--- src/rtl/bram_arb_pkg.sv ---
// Shared constants, state type and sizing helper for the BRAM port arbiter.
package bram_arb_pkg;

  localparam int BRAM_WE_W   = 4;
  localparam int DEF_NUM_REQ = 4;

  typedef enum logic {
    IDLE = 1'b0,
    OWN  = 1'b1
  } arb_state_e;

  // Width of an index/counter able to hold 0..n-1, never below one bit.
  function automatic int idx_width(input int n);
    return (n <= 2) ? 1 : $clog2(n);
  endfunction

endpackage

--- src/rtl/bram_rr_pick.sv ---
// Rotating-priority picker: first set request after ptr_i, wrapping, with ptr_i itself scanned last.
module bram_rr_pick
  import bram_arb_pkg::*;
#(
  parameter  int NUM_REQ = DEF_NUM_REQ,
  localparam int IW      = idx_width(NUM_REQ)
) (
  input  logic [NUM_REQ-1:0] req_i,
  input  logic [IW-1:0]      ptr_i,
  output logic [NUM_REQ-1:0] pick_o,
  output logic [IW-1:0]      idx_o
);

  always_comb begin
    int   cand;
    logic found;
    cand   = 0;
    found  = 1'b0;
    pick_o = '0;
    idx_o  = '0;
    for (int k = 1; k <= NUM_REQ; k++) begin
      cand = int'(ptr_i) + k;
      if (cand >= NUM_REQ) cand = cand - NUM_REQ;
      if (!found && req_i[cand]) begin
        found        = 1'b1;
        pick_o[cand] = 1'b1;
        idx_o        = IW'(cand);
      end
    end
  end

endmodule

--- src/rtl/bram_arbiter.sv ---
// Round-robin arbiter sharing one BRAM port among NUM_REQ requesters, with burst lock and tagged read return.
// Define BRAM_ARB_PRIO0_EN to let requester 0 win whenever the current owner is not lock-held.
module bram_arbiter
  import bram_arb_pkg::*;
#(
  parameter  int NUM_REQ    = DEF_NUM_REQ,
  parameter  int DATA_WIDTH = 32,
  parameter  int ADDR_WIDTH = 32,
  parameter  int RD_LATENCY = 2,
  parameter  int MAX_LOCK   = 64,
  localparam int IW         = idx_width(NUM_REQ),
  localparam int CW         = idx_width(MAX_LOCK)
) (
  input  logic                            aclk,
  input  logic                            areset,
  input  logic [NUM_REQ-1:0]              req,
  input  logic [NUM_REQ-1:0]              lock,
  input  logic [NUM_REQ*ADDR_WIDTH-1:0]   addr,
  input  logic [NUM_REQ*DATA_WIDTH-1:0]   wrdata,
  input  logic [NUM_REQ*BRAM_WE_W-1:0]    we,
  output logic [NUM_REQ-1:0]              gnt,
  output logic [NUM_REQ-1:0]              rvalid,
  output logic [DATA_WIDTH-1:0]           rddata,
  output logic [ADDR_WIDTH-1:0]           BRAM_ADDR,
  output logic [DATA_WIDTH-1:0]           BRAM_WRDATA,
  output logic [BRAM_WE_W-1:0]            BRAM_WE,
  output logic                            BRAM_EN,
  output logic                            BRAM_CLK,
  input  logic [DATA_WIDTH-1:0]           BRAM_RDDATA,
  output logic                            dbg_state_o
);

  // Handshake: a beat is accepted in any cycle where req[i] and gnt[i] are both high;
  // the requester holds addr/wrdata/we stable while req is high and the arbiter samples them then.

  arb_state_e          state_q;
  logic [IW-1:0]       ptr_q;
  logic [NUM_REQ-1:0]  gnt_q;
  logic [CW-1:0]       lock_cnt_q;
  logic [RD_LATENCY-1:0] rd_v_q;
  logic [IW-1:0]       rd_idx_q [RD_LATENCY];

  logic [ADDR_WIDTH-1:0] own_addr;
  logic [DATA_WIDTH-1:0] own_wrdata;
  logic [BRAM_WE_W-1:0]  own_we;
  logic                  accept;
  logic                  keep_own;
  logic [NUM_REQ-1:0]    rr_oh;
  logic [IW-1:0]         rr_idx;
  logic [NUM_REQ-1:0]    win_oh;
  logic [IW-1:0]         win_idx;

  always_comb begin
    own_addr   = '0;
    own_wrdata = '0;
    own_we     = '0;
    for (int i = 0; i < NUM_REQ; i++) begin
      if (ptr_q == IW'(i)) begin
        own_addr   = addr[i*ADDR_WIDTH +: ADDR_WIDTH];
        own_wrdata = wrdata[i*DATA_WIDTH +: DATA_WIDTH];
        own_we     = we[i*BRAM_WE_W +: BRAM_WE_W];
      end
    end
  end

  assign accept      = |(req & gnt_q);
  assign BRAM_EN     = accept;
  assign BRAM_WE     = accept ? own_we : '0;
  assign BRAM_ADDR   = own_addr;
  assign BRAM_WRDATA = own_wrdata;
  assign BRAM_CLK    = aclk;
  assign rddata      = BRAM_RDDATA;
  assign gnt         = gnt_q;
  assign dbg_state_o = (state_q == OWN);

  assign keep_own = (state_q == OWN) && req[ptr_q] && lock[ptr_q] &&
                    (lock_cnt_q < CW'(MAX_LOCK - 1));

  bram_rr_pick #(.NUM_REQ(NUM_REQ)) u_pick (
    .req_i  (req),
    .ptr_i  (ptr_q),
    .pick_o (rr_oh),
    .idx_o  (rr_idx)
  );

  always_comb begin
    win_oh  = rr_oh;
    win_idx = rr_idx;
`ifdef BRAM_ARB_PRIO0_EN
    if (req[0]) begin
      win_oh  = NUM_REQ'(1);
      win_idx = '0;
    end
`endif
  end

  always_ff @(posedge aclk or posedge areset) begin
    if (areset) begin
      state_q    <= IDLE;
      ptr_q      <= IW'(NUM_REQ - 1);
      gnt_q      <= '0;
      lock_cnt_q <= '0;
    end else begin
      case (state_q)
        IDLE: begin
          if (|req) begin
            state_q <= OWN;
            gnt_q   <= win_oh;
            ptr_q   <= win_idx;
          end
          lock_cnt_q <= '0;
        end
        OWN: begin
          if (keep_own) begin
            lock_cnt_q <= lock_cnt_q + CW'(1);
          end else if (|req) begin
            gnt_q      <= win_oh;
            ptr_q      <= win_idx;
            lock_cnt_q <= '0;
          end else begin
            state_q    <= IDLE;
            gnt_q      <= '0;
            lock_cnt_q <= '0;
          end
        end
        default: begin
          state_q    <= IDLE;
          gnt_q      <= '0;
          lock_cnt_q <= '0;
        end
      endcase
    end
  end

  // Read tags travel alongside the BRAM pipeline so each return lands on its issuer.
  always_ff @(posedge aclk or posedge areset) begin
    if (areset) begin
      rd_v_q <= '0;
      for (int s = 0; s < RD_LATENCY; s++) rd_idx_q[s] <= '0;
    end else begin
      rd_v_q[0]   <= accept && (own_we == '0);
      rd_idx_q[0] <= ptr_q;
      for (int s = 1; s < RD_LATENCY; s++) begin
        rd_v_q[s]   <= rd_v_q[s-1];
        rd_idx_q[s] <= rd_idx_q[s-1];
      end
    end
  end

  always_comb begin
    rvalid = '0;
    if (rd_v_q[RD_LATENCY-1]) rvalid[rd_idx_q[RD_LATENCY-1]] = 1'b1;
  end

endmodule

--- config.mk ---
export PLATFORM = sky130hd
export DESIGN_NAME = bram_arbiter
export DESIGN_NICKNAME = d
export VERILOG_FILES = /design/src/rtl/bram_arb_pkg.sv /design/src/rtl/bram_rr_pick.sv /design/src/rtl/bram_arbiter.sv
export SDC_FILE = /design/constraint.sdc
export NUM_CORES = 1
export LEC_CHECK = 0
export ABC_AREA = 1
export CAP_MARGIN = 15
export CORE_AREA = 2 2 164 166
export DETAILED_ROUTE_END_ITERATION = 6
export DIE_AREA = 0 0 166 168
export GPL_ROUTABILITY_DRIVEN = 0
export PLACE_DENSITY_LB_ADDON = 0.12
export SETUP_SLACK_MARGIN = 0.2
export SLEW_MARGIN = 25
export SYNTH_ARGS = -nofsm -noshare
export SYNTH_HDL_FRONTEND = slang
export SYNTH_SLANG_ARGS = --single-unit
--- constraint.sdc ---
create_clock -name aclk -period 3.4 [get_ports aclk]
set_input_delay 0.34 -clock aclk [delete_from_list [all_inputs] [get_ports aclk]]
set_output_delay 0.34 -clock aclk [all_outputs]
set_load 0.02 [all_outputs]
==> results.md, run 1 <==
| Item | This run |
|---|---|
| RR Startpoint | ptr_q[1] |
| Most frequent cells in the layout | clkdlybuf4s50_1 (293), nand2_1 (239), o21ai_0 (126) |
| Core region area | 26,400 µm² |
| Clock transition at the register clock pins on the worst setup and hold paths after CTS | 0.05 ns |
| Synthesized instance count | 658 |
| Pleak | 3.51 nW |
| Critical-path cell list | inv_2 -> ha_4 -> buf_12 -> o21ai_0 -> nand2_1 -> nand2_1 -> o21ai_0 -> nor2_1 -> clkdlybuf4s50_1 |
| Power density over cell area | 858 nW/µm² |
| Met2 Usage GRT | 27.5% |
| Via-to-Cell Ratio | 4.09 |
| Share of post-route cells with drive strength above 1 | 5.93% |
| Endpoint of the worst hold-timing path | rd_idx_q[1] |
| Starting utilization of the core area | 13.7% |
| Maximum cell stage delay along the critical path | 0.62 ns |
| Critical path arrival | 2.72 ns |
| Post-synthesis cell type count | 29 |
| Internal power contribution | 0.00291 W |
| Die X-Extent | 166 µm |
| Largest net degree at the start of global routing | 42 |
| Count of max-cap constraint violations | 0 |
| Pre-CTS setup slack | 0.464 ns |
| Count of vias placed by the detailed router | 5,338 |
| Met1 Use GR | 17.4% |
| Highest ir drop seen on vdd | 0.440 mV |
| Setup skew after layout | 0.00593 ns |
| Fin Setup TNS | 0 ns |
| Crit share post-route | 89.9% |
| Layout-stage area growth over the synthesis result | 112% |
| Final net count | 1,286 |
| Max-slew violation count | 0 |
| GRT busiest layer | met2 |
| DPL Wire Length | 17,800 µm |
| Period minus WS final | 3.06 ns |
| Final Util | 29.1% |
| Total of warnings raised by yosys | 0 |
| Port buffer count | 360 |
| Total global routing track utilization | 14.9% |
| Antenna violations before repair | 1 |
| Setup slack, reg-to-reg | 1.24 ns |
| Global-route wire length before repair | 32,400 µm |
| Synth Net Count | 981 |
| Final wirelength | 22,200 µm |
| Worst slew margin relative to its limit | 49.8% |
| Switching share of power | 55.6% |
| Final hold vios | 0 |
| Endpoint type of the worst setup path | output port |
| Final critical-path setup slack | 0.343 ns |
| Flip-flop and latch count after synthesis | 19 |
| GRT overflow | 0 |
| Clock Power Share | 7.0% |
| Wirelength per Cell | 17.0 µm |
| Capturing point of the worst reg2reg path | gnt[1] |
| Tightest Pin Transition | 0.753 ns |
| Critical-path cell with the highest stage delay | dfstp_2 |
| Average size of a mapped cell | 5.48 µm² |
| Kind of critical path | flip-flop to output port |
| Outcome | finished, final reports clean |
| Crit path required time | 3.06 ns |
| Combinational Power Share | 87.3% |
| Number of search-and-repair iterations in the first detailed-routing pass | 4 |
| R2R depth | 10 |
| TritonCTS clock tree | done |
| Critical Path Start Type | flip-flop |
| Part of the Yosys area used for sequential elements | 13.3% |
| Number of DRC violations after detailed-routing iteration 0 | 150 |
| Met3 track demand over resource in global routing | 3.74% |
| Sequential Power Share | 5.7% |
| Row Count | 60 |
| Class of the tightest hold or removal check | flip-flop to flip-flop |
| Highest achievable clock rate | 327 MHz |
| Drt drc | 0 |
| Floorplan die height | 168 µm |
| Final setup violation count | 0 |
| Antenna violation net count after detailed routing | 0 |
| Clock insertion delay at the later pin of the skew report | 0.37 ns |
| I/O pin count | 425 |
| Netlist Area Pre-Place | 3600 µm² |
| Switching component of the power | 0.00365 W |
| Vias in the first global route | 5,470 |
| Hold-critical path depth | 0 |
| Unrepaired setup endpoints after global routing | true |
| Worst Min Path Start | rd_idx_q[3] |
| Overall power | 0.00656 W |
| Die Footprint | 27,900 µm² |
| Commonest non-fill, non-tap cell in the layout | clkdlybuf4s50_1 |
| Highest net fanout along the worst path | 33 |
| Post-CTS Hold Fix Bufs | 0 |
-- timing repair --
action                                 CTS  global route
pin swaps                                0             1
setup endpoints to repair               34            39
resized for setup                       33            40
setup buffers                            0             1
endpoints found under the hold margin    0             0
-- cells in the mapped netlist --
| master | instances | area [µm²] |
|---|---|---|
| nand2_1 | 239 | 897 |
| o21ai_0 | 128 | 641 |
| a21oi_1 | 74 | 370 |
| buf_4 | 34 | 255 |
| buf_2 | 20 | 100 |
| clkbuf_1 | 19 | 71.3 |
| nand3_1 | 19 | 95.1 |
| nor2_1 | 18 | 67.6 |
| dfrtp_1 | 17 | 425 |
| inv_1 | 16 | 60.1 |
| o21ai_1 | 13 | 65.1 |
| ha_1 | 9 | 113 |
| inv_2 | 6 | 22.5 |
| nor3_1 | 6 | 30.0 |
| nand2_2 | 5 | 31.3 |
| nand3_2 | 5 | 50.1 |
| a21boi_0 | 4 | 30.0 |
| buf_1 | 4 | 15.0 |
| nand2_4 | 4 | 45.0 |
| nor2_4 | 4 | 45.0 |
| a22o_1 | 2 | 17.5 |
| buf_6 | 2 | 22.5 |
| dfstp_2 | 2 | 52.6 |
| nand3_4 | 2 | 35.0 |
| nand4_1 | 2 | 12.5 |
| a21oi_2 | 1 | 8.76 |
| inv_8 | 1 | 11.3 |
| nor2_2 | 1 | 6.26 |
| xnor2_1 | 1 | 8.76 |
-- final cells by class --
cell class / instances / area, µm²
diodes: 2 / 5.00
clock buffers: 7 / 160
clock inverters: 1 / 5.00
fillers: 2959 / 18700
inverters: 23 / 93.8
multi-input cells: 537 / 2610
flip-flops and latches: 19 / 478
well taps: 341 / 427
repair buffers: 375 / 3880
-- worst max-delay path, delay by kind of cell, from the launching register on --
kind                       cells  cell delay, ns
DFF                            1            0.62
and+or+nand+nor                3            0.25
AOI/OAI and AO/OA              2            0.28
adders and majority gates      1            0.26
buffers and inverters          3            0.94
-- kinds of logic (layout without fill, tap and decap cells) --
family / count (synthesis) / in the layout / synth area share (%)
buffers and inverters: 102 / 406 / 15.5
xor gates and xnor gates: 1 / 1 / 0.243
adders and majority gates: 9 / 9 / 3.12
DFF: 19 / 19 / 13.3
AOI/OAI and AO/OA: 222 / 222 / 31.4
other: 0 / 2 / 0
and+or+nand+nor: 305 / 305 / 36.5
-- routing by layer --
metal / wire length [µm] / part of all wire [%]
met1: 9130 / 41
met4: 363 / 1.6
met5: 0 / 0
met2: 11200 / 50
met3: 1550 / 7.0
-- state kept, by name (all words and copies together) (netlist names) --
signal,cells
rd_idx_q,4
lock_cnt_q,6
dbg_state_o,1
gnt,4
rd_v_q,2
ptr_q,2
-- power by group through the flow --
stage,registers [W],clock network (W),logic (W)
floorplan,0.000378,0.0000344,0.00337
detailed placement,0.000376,0.0000395,0.00610
global route,0.000385,0.000480,0.00636
global placement,0.000373,0.0000395,0.00617
CTS,0.000373,0.000469,0.00592
finish,0.000372,0.000460,0.00573
-- how the worst max path moves through the flow --
stage | start | end | slack (ns) | depth (start not counted)
2_1_floorplan | ptr_q[0] | BRAM_ADDR[10] | 0.94 | 9
3_3_place_gp | ptr_q[1] | BRAM_ADDR[16] | 0.48 | 11
3_5_place_dp | ptr_q[1] | BRAM_WE[2] | 0.46 | 9
4_1_cts | ptr_q[1] | BRAM_WE[2] | 0.17 | 9
5_1_grt | ptr_q[1] | BRAM_ADDR[30] | 0.20 | 11
6_report | ptr_q[1] | BRAM_WE[3] | 0.34 | 9
-- through the flow --
step           cells  instance area, µm²  hold WS (ns)
6_report        1305                7650         0.347
5_1_grt         1304                7650         0.365
4_1_cts         1302                7550         0.348
3_5_place_dp    1295                7420         0.335
3_3_place_gp    1295                7420         0.335
2_1_floorplan    658                3600         0.290
Note: power is estimated with default switching activity, not from simulation.
==> run 2: changes to the inputs <==
--- a/config.mk
+++ b/config.mk
@@ -7,13 +7,14 @@
 export LEC_CHECK = 0
 export ABC_AREA = 1
 export CAP_MARGIN = 15
-export CORE_AREA = 2 2 164 166
+export CORE_AREA = 2 2 163 165
 export DETAILED_ROUTE_END_ITERATION = 6
-export DIE_AREA = 0 0 166 168
+export DIE_AREA = 0 0 165 167
 export GPL_ROUTABILITY_DRIVEN = 0
 export PLACE_DENSITY_LB_ADDON = 0.12
 export SETUP_SLACK_MARGIN = 0.2
 export SLEW_MARGIN = 25
 export SYNTH_ARGS = -nofsm -noshare
 export SYNTH_HDL_FRONTEND = slang
+export SYNTH_HIERARCHICAL = 1
 export SYNTH_SLANG_ARGS = --single-unit
==> run 2 against run 1 <==
Effect of this change: via count decreased by 4.6%; sequential share of layout area rose by 0.31 points; critical endpoint is now BRAM_ADDR[19]; clock power about the same; synthesized cell count decreased by 9.1%; non-clock buffer count stayed put; wire length grew 9.9%; cell area shrank 4.8%; cell count is 3.8% lower; sequential power barely moved; die area fell by 1.2%; core utilization decreased by 0.76 points.
==> results.md, run 2 <==
| Item | This run |
|---|---|
| Outcome | finished, final reports clean |
| Instance area at placement | 7120 µm² |
| Total of warnings raised by yosys | 6 |
| Sequential Power Share | 6.3% |
| Count of vias placed by the detailed router | 5,093 |
| Row Count | 59 |
| Capturing point of the worst reg2reg path | gnt[2] |
| Drt drc | 0 |
| Antenna violations before repair | 3 |
| Cell accounting for the most synthesized area | nand2_1 |
| Synthesized instance count | 598 |
| Largest net degree at the start of global routing | 52 |
| Setup slack, reg-to-reg | 1.07 ns |
| Tightest Pin Transition | 0.737 ns |
| Endpoint type of the worst setup path | output port |
| Crit path required time | 3.06 ns |
| Commonest non-fill, non-tap cell in the layout | clkdlybuf4s50_1 |
| Number of DRC violations after detailed-routing iteration 0 | 193 |
| Post-CTS Setup Bufs | 0 |
| Final wirelength | 24,400 µm |
| Post-synthesis cell type count | 28 |
| I/O pin count | 425 |
| Highest net fanout along the worst path | 21 |
| Clock transition at the register clock pins on the worst setup and hold paths after CTS | 0.06 ns |
| Post-CTS Hold Fix Bufs | 0 |
| Floorplan die height | 167 µm |
| Combinational Power Share | 85.9% |
| TritonCTS clock tree | done |
| Global-route wire length before repair | 34,200 µm |
| Sum of met2 wire segment lengths after detailed routing | 12,100 µm |
| Critical Path Start Type | flip-flop |
| Clock Power Share | 7.8% |
| Top cell types by occurrence after synthesis | nand2_1 (325), nand4_1 (66), buf_4 (39), nand3_1 (24), buf_2 (23) |
| Termination of the worst setup path | BRAM_ADDR[19] |
| Flip-flop count of the largest register after layout | 6 |
| Synth Net Count | 921 |
| Share of post-route cells with drive strength above 1 | 6.11% |
| Top cells by area in the synthesized netlist | nand2_1 (37%), dfrtp_1 (13%), nand4_1 (13%) |
| Port buffer count | 360 |
| Met3 WL post-DR | 1810 µm |
| Netlist Area Pre-Place | 3300 µm² |
| RR Startpoint | ptr_q[0] |
| Register bank with the most flops | lock_cnt_q |
| Clock insertion delay at the later pin of the skew report | 0.36 ns |
| Layout-stage area growth over the synthesis result | 121% |
| Critical path arrival | 2.58 ns |
| Period minus WS final | 2.92 ns |
| Worst slew margin relative to its limit | 50.8% |
| GRT overflow | 0 |
| Class of the tightest hold or removal check | flip-flop to flip-flop |
| Worst hold slack | 0.348 ns |
| Final setup violation count | 0 |
| Die X-Extent | 165 µm |
| Antenna violation net count after detailed routing | 0 |
| Vias in the first global route | 5,229 |
| Switching component of the power | 0.00313 W |
| Post-synth EDFFs | 0 |
| Kind of critical path | flip-flop to output port |
| Count of max-cap constraint violations | 0 |
| Part of the Yosys area used for sequential elements | 14.5% |
| Pleak | 2.94 nW |
| Highest metal layer with signal wires | met4 |
| Most frequent cell after synthesis | nand2_1 |
| Final hold vios | 0 |
| Number of non-filler instances in the completed layout | 1,255 |
| Fraction of synthesis flops using an asynchronous set or reset pin | 100% |
| Average size of a mapped cell | 5.52 µm² |
| Core region area | 25,800 µm² |
| Internal power contribution | 0.00278 W |
| Post-route standard cell area excluding fillers | 7290 µm² |
| Metal1 wirelength | 10,100 µm |
| Number of search-and-repair iterations in the first detailed-routing pass | 4 |
| Number of cells after detailed placement | 1,245 |
| Synth Flop Type | dfrtp_1 |
| Highest ir drop seen on vdd | 0.322 mV |
| Die Footprint | 27,600 µm² |
| Highest achievable clock rate | 342 MHz |
| DPL Wire Length | 20,400 µm |
| Fin Setup TNS | 0 ns |
| Switching share of power | 52.9% |
| Total global routing track utilization | 16.7% |
| Via-to-Cell Ratio | 4.06 |
| Area fraction of the dominant cell type after synthesis | 36.9% |
| Wirelength per Cell | 19.5 µm |
| Flip-flop and latch count after synthesis | 19 |
| Crit share post-route | 85.9% |
| Critical path origin | ptr_q[0] |
| Final net count | 1,241 |
| Starting utilization of the core area | 12.8% |
| Power density over cell area | 811 nW/µm² |
| Unrepaired setup endpoints after global routing | false |
| Setup skew after layout | 0.00561 ns |
| Max-slew violation count | 0 |
| R2R depth | 11 |
| # resized after CTS | 0 |
| Most frequent cells in the layout | clkdlybuf4s50_1 (360), nand2_1 (325), nand4_1 (66) |
run 2: final cells by class:
class	instances	area (µm²)
well taps	335	419
clock inverters	1	7.51
repair buffers	375	3800
inverters	25	93.8
diodes	3	7.51
flip-flops and latches	19	478
multi-input cells	490	2320
fillers	2874	18500
clock buffers	7	160
run 2: power groups by stage:
| stage | combinational [W] | sequential, W | clock (W) |
|---|---|---|---|
| 6_report | 0.00508 | 0.000373 | 0.000462 |
| 5_1_grt | 0.00551 | 0.000386 | 0.000487 |
| 4_1_cts | 0.00517 | 0.000375 | 0.000473 |
| 3_5_place_dp | 0.00515 | 0.000379 | 0.0000395 |
| 3_3_place_gp | 0.00519 | 0.000381 | 0.0000395 |
| 2_1_floorplan | 0.00271 | 0.000390 | 0.0000344 |
run 2: per-layer routing:
metal,global-route usage [%],up-vias
met2,28.7,207
li1,-,2548
met5,0,-
met3,4.03,21
met4,4.05,0
met1,20.8,2317
run 2: logic make-up after synthesis:
logic type	share of synthesized area (%)
AO/OA/AOI/OAI	3.75
adder cells (fa/ha/maj)	3.41
buffers and inverters	15.6
flip-flops	14.5
AND/OR/NAND/NOR	62.7
run 2: worst min path at each step:
stage,to,depth (start not counted),slack (ns),from
5_1_grt,rd_idx_q[1],0,0.36,rd_idx_q[3]
2_1_floorplan,dbg_state_o,1,0.29,areset
6_report,rd_idx_q[1],0,0.35,rd_idx_q[3]
3_3_place_gp,rd_v_q[1],0,0.34,rd_v_q[0]
4_1_cts,rd_idx_q[1],0,0.35,rd_idx_q[3]
3_5_place_dp,rd_idx_q[1],0,0.34,rd_idx_q[3]
run 2: critical path: stages (launching register included):
cell and delay [ns]:
dfstp_2 0.64, inv_1 0.15, nor2_4 0.17, buf_12 0.18, buf_12 0.17, nand2_1 0.06, nand4_1 0.08, clkdlybuf4s50_1 0.74
run 2: per-stage QoR:
| step | utilization [%] | worst slack (ns) | total power, W |
|---|---|---|---|
| 2_1_floorplan | - | 1.23 | 0.00314 |
| 3_3_place_gp | 27.6 | 0.841 | 0.00562 |
| 3_5_place_dp | 27.6 | 0.831 | 0.00557 |
| 4_1_cts | 28.3 | 0.450 | 0.00602 |
| 5_1_grt | 28.3 | 0.346 | 0.00638 |
| 6_report | 28.3 | 0.479 | 0.00591 |
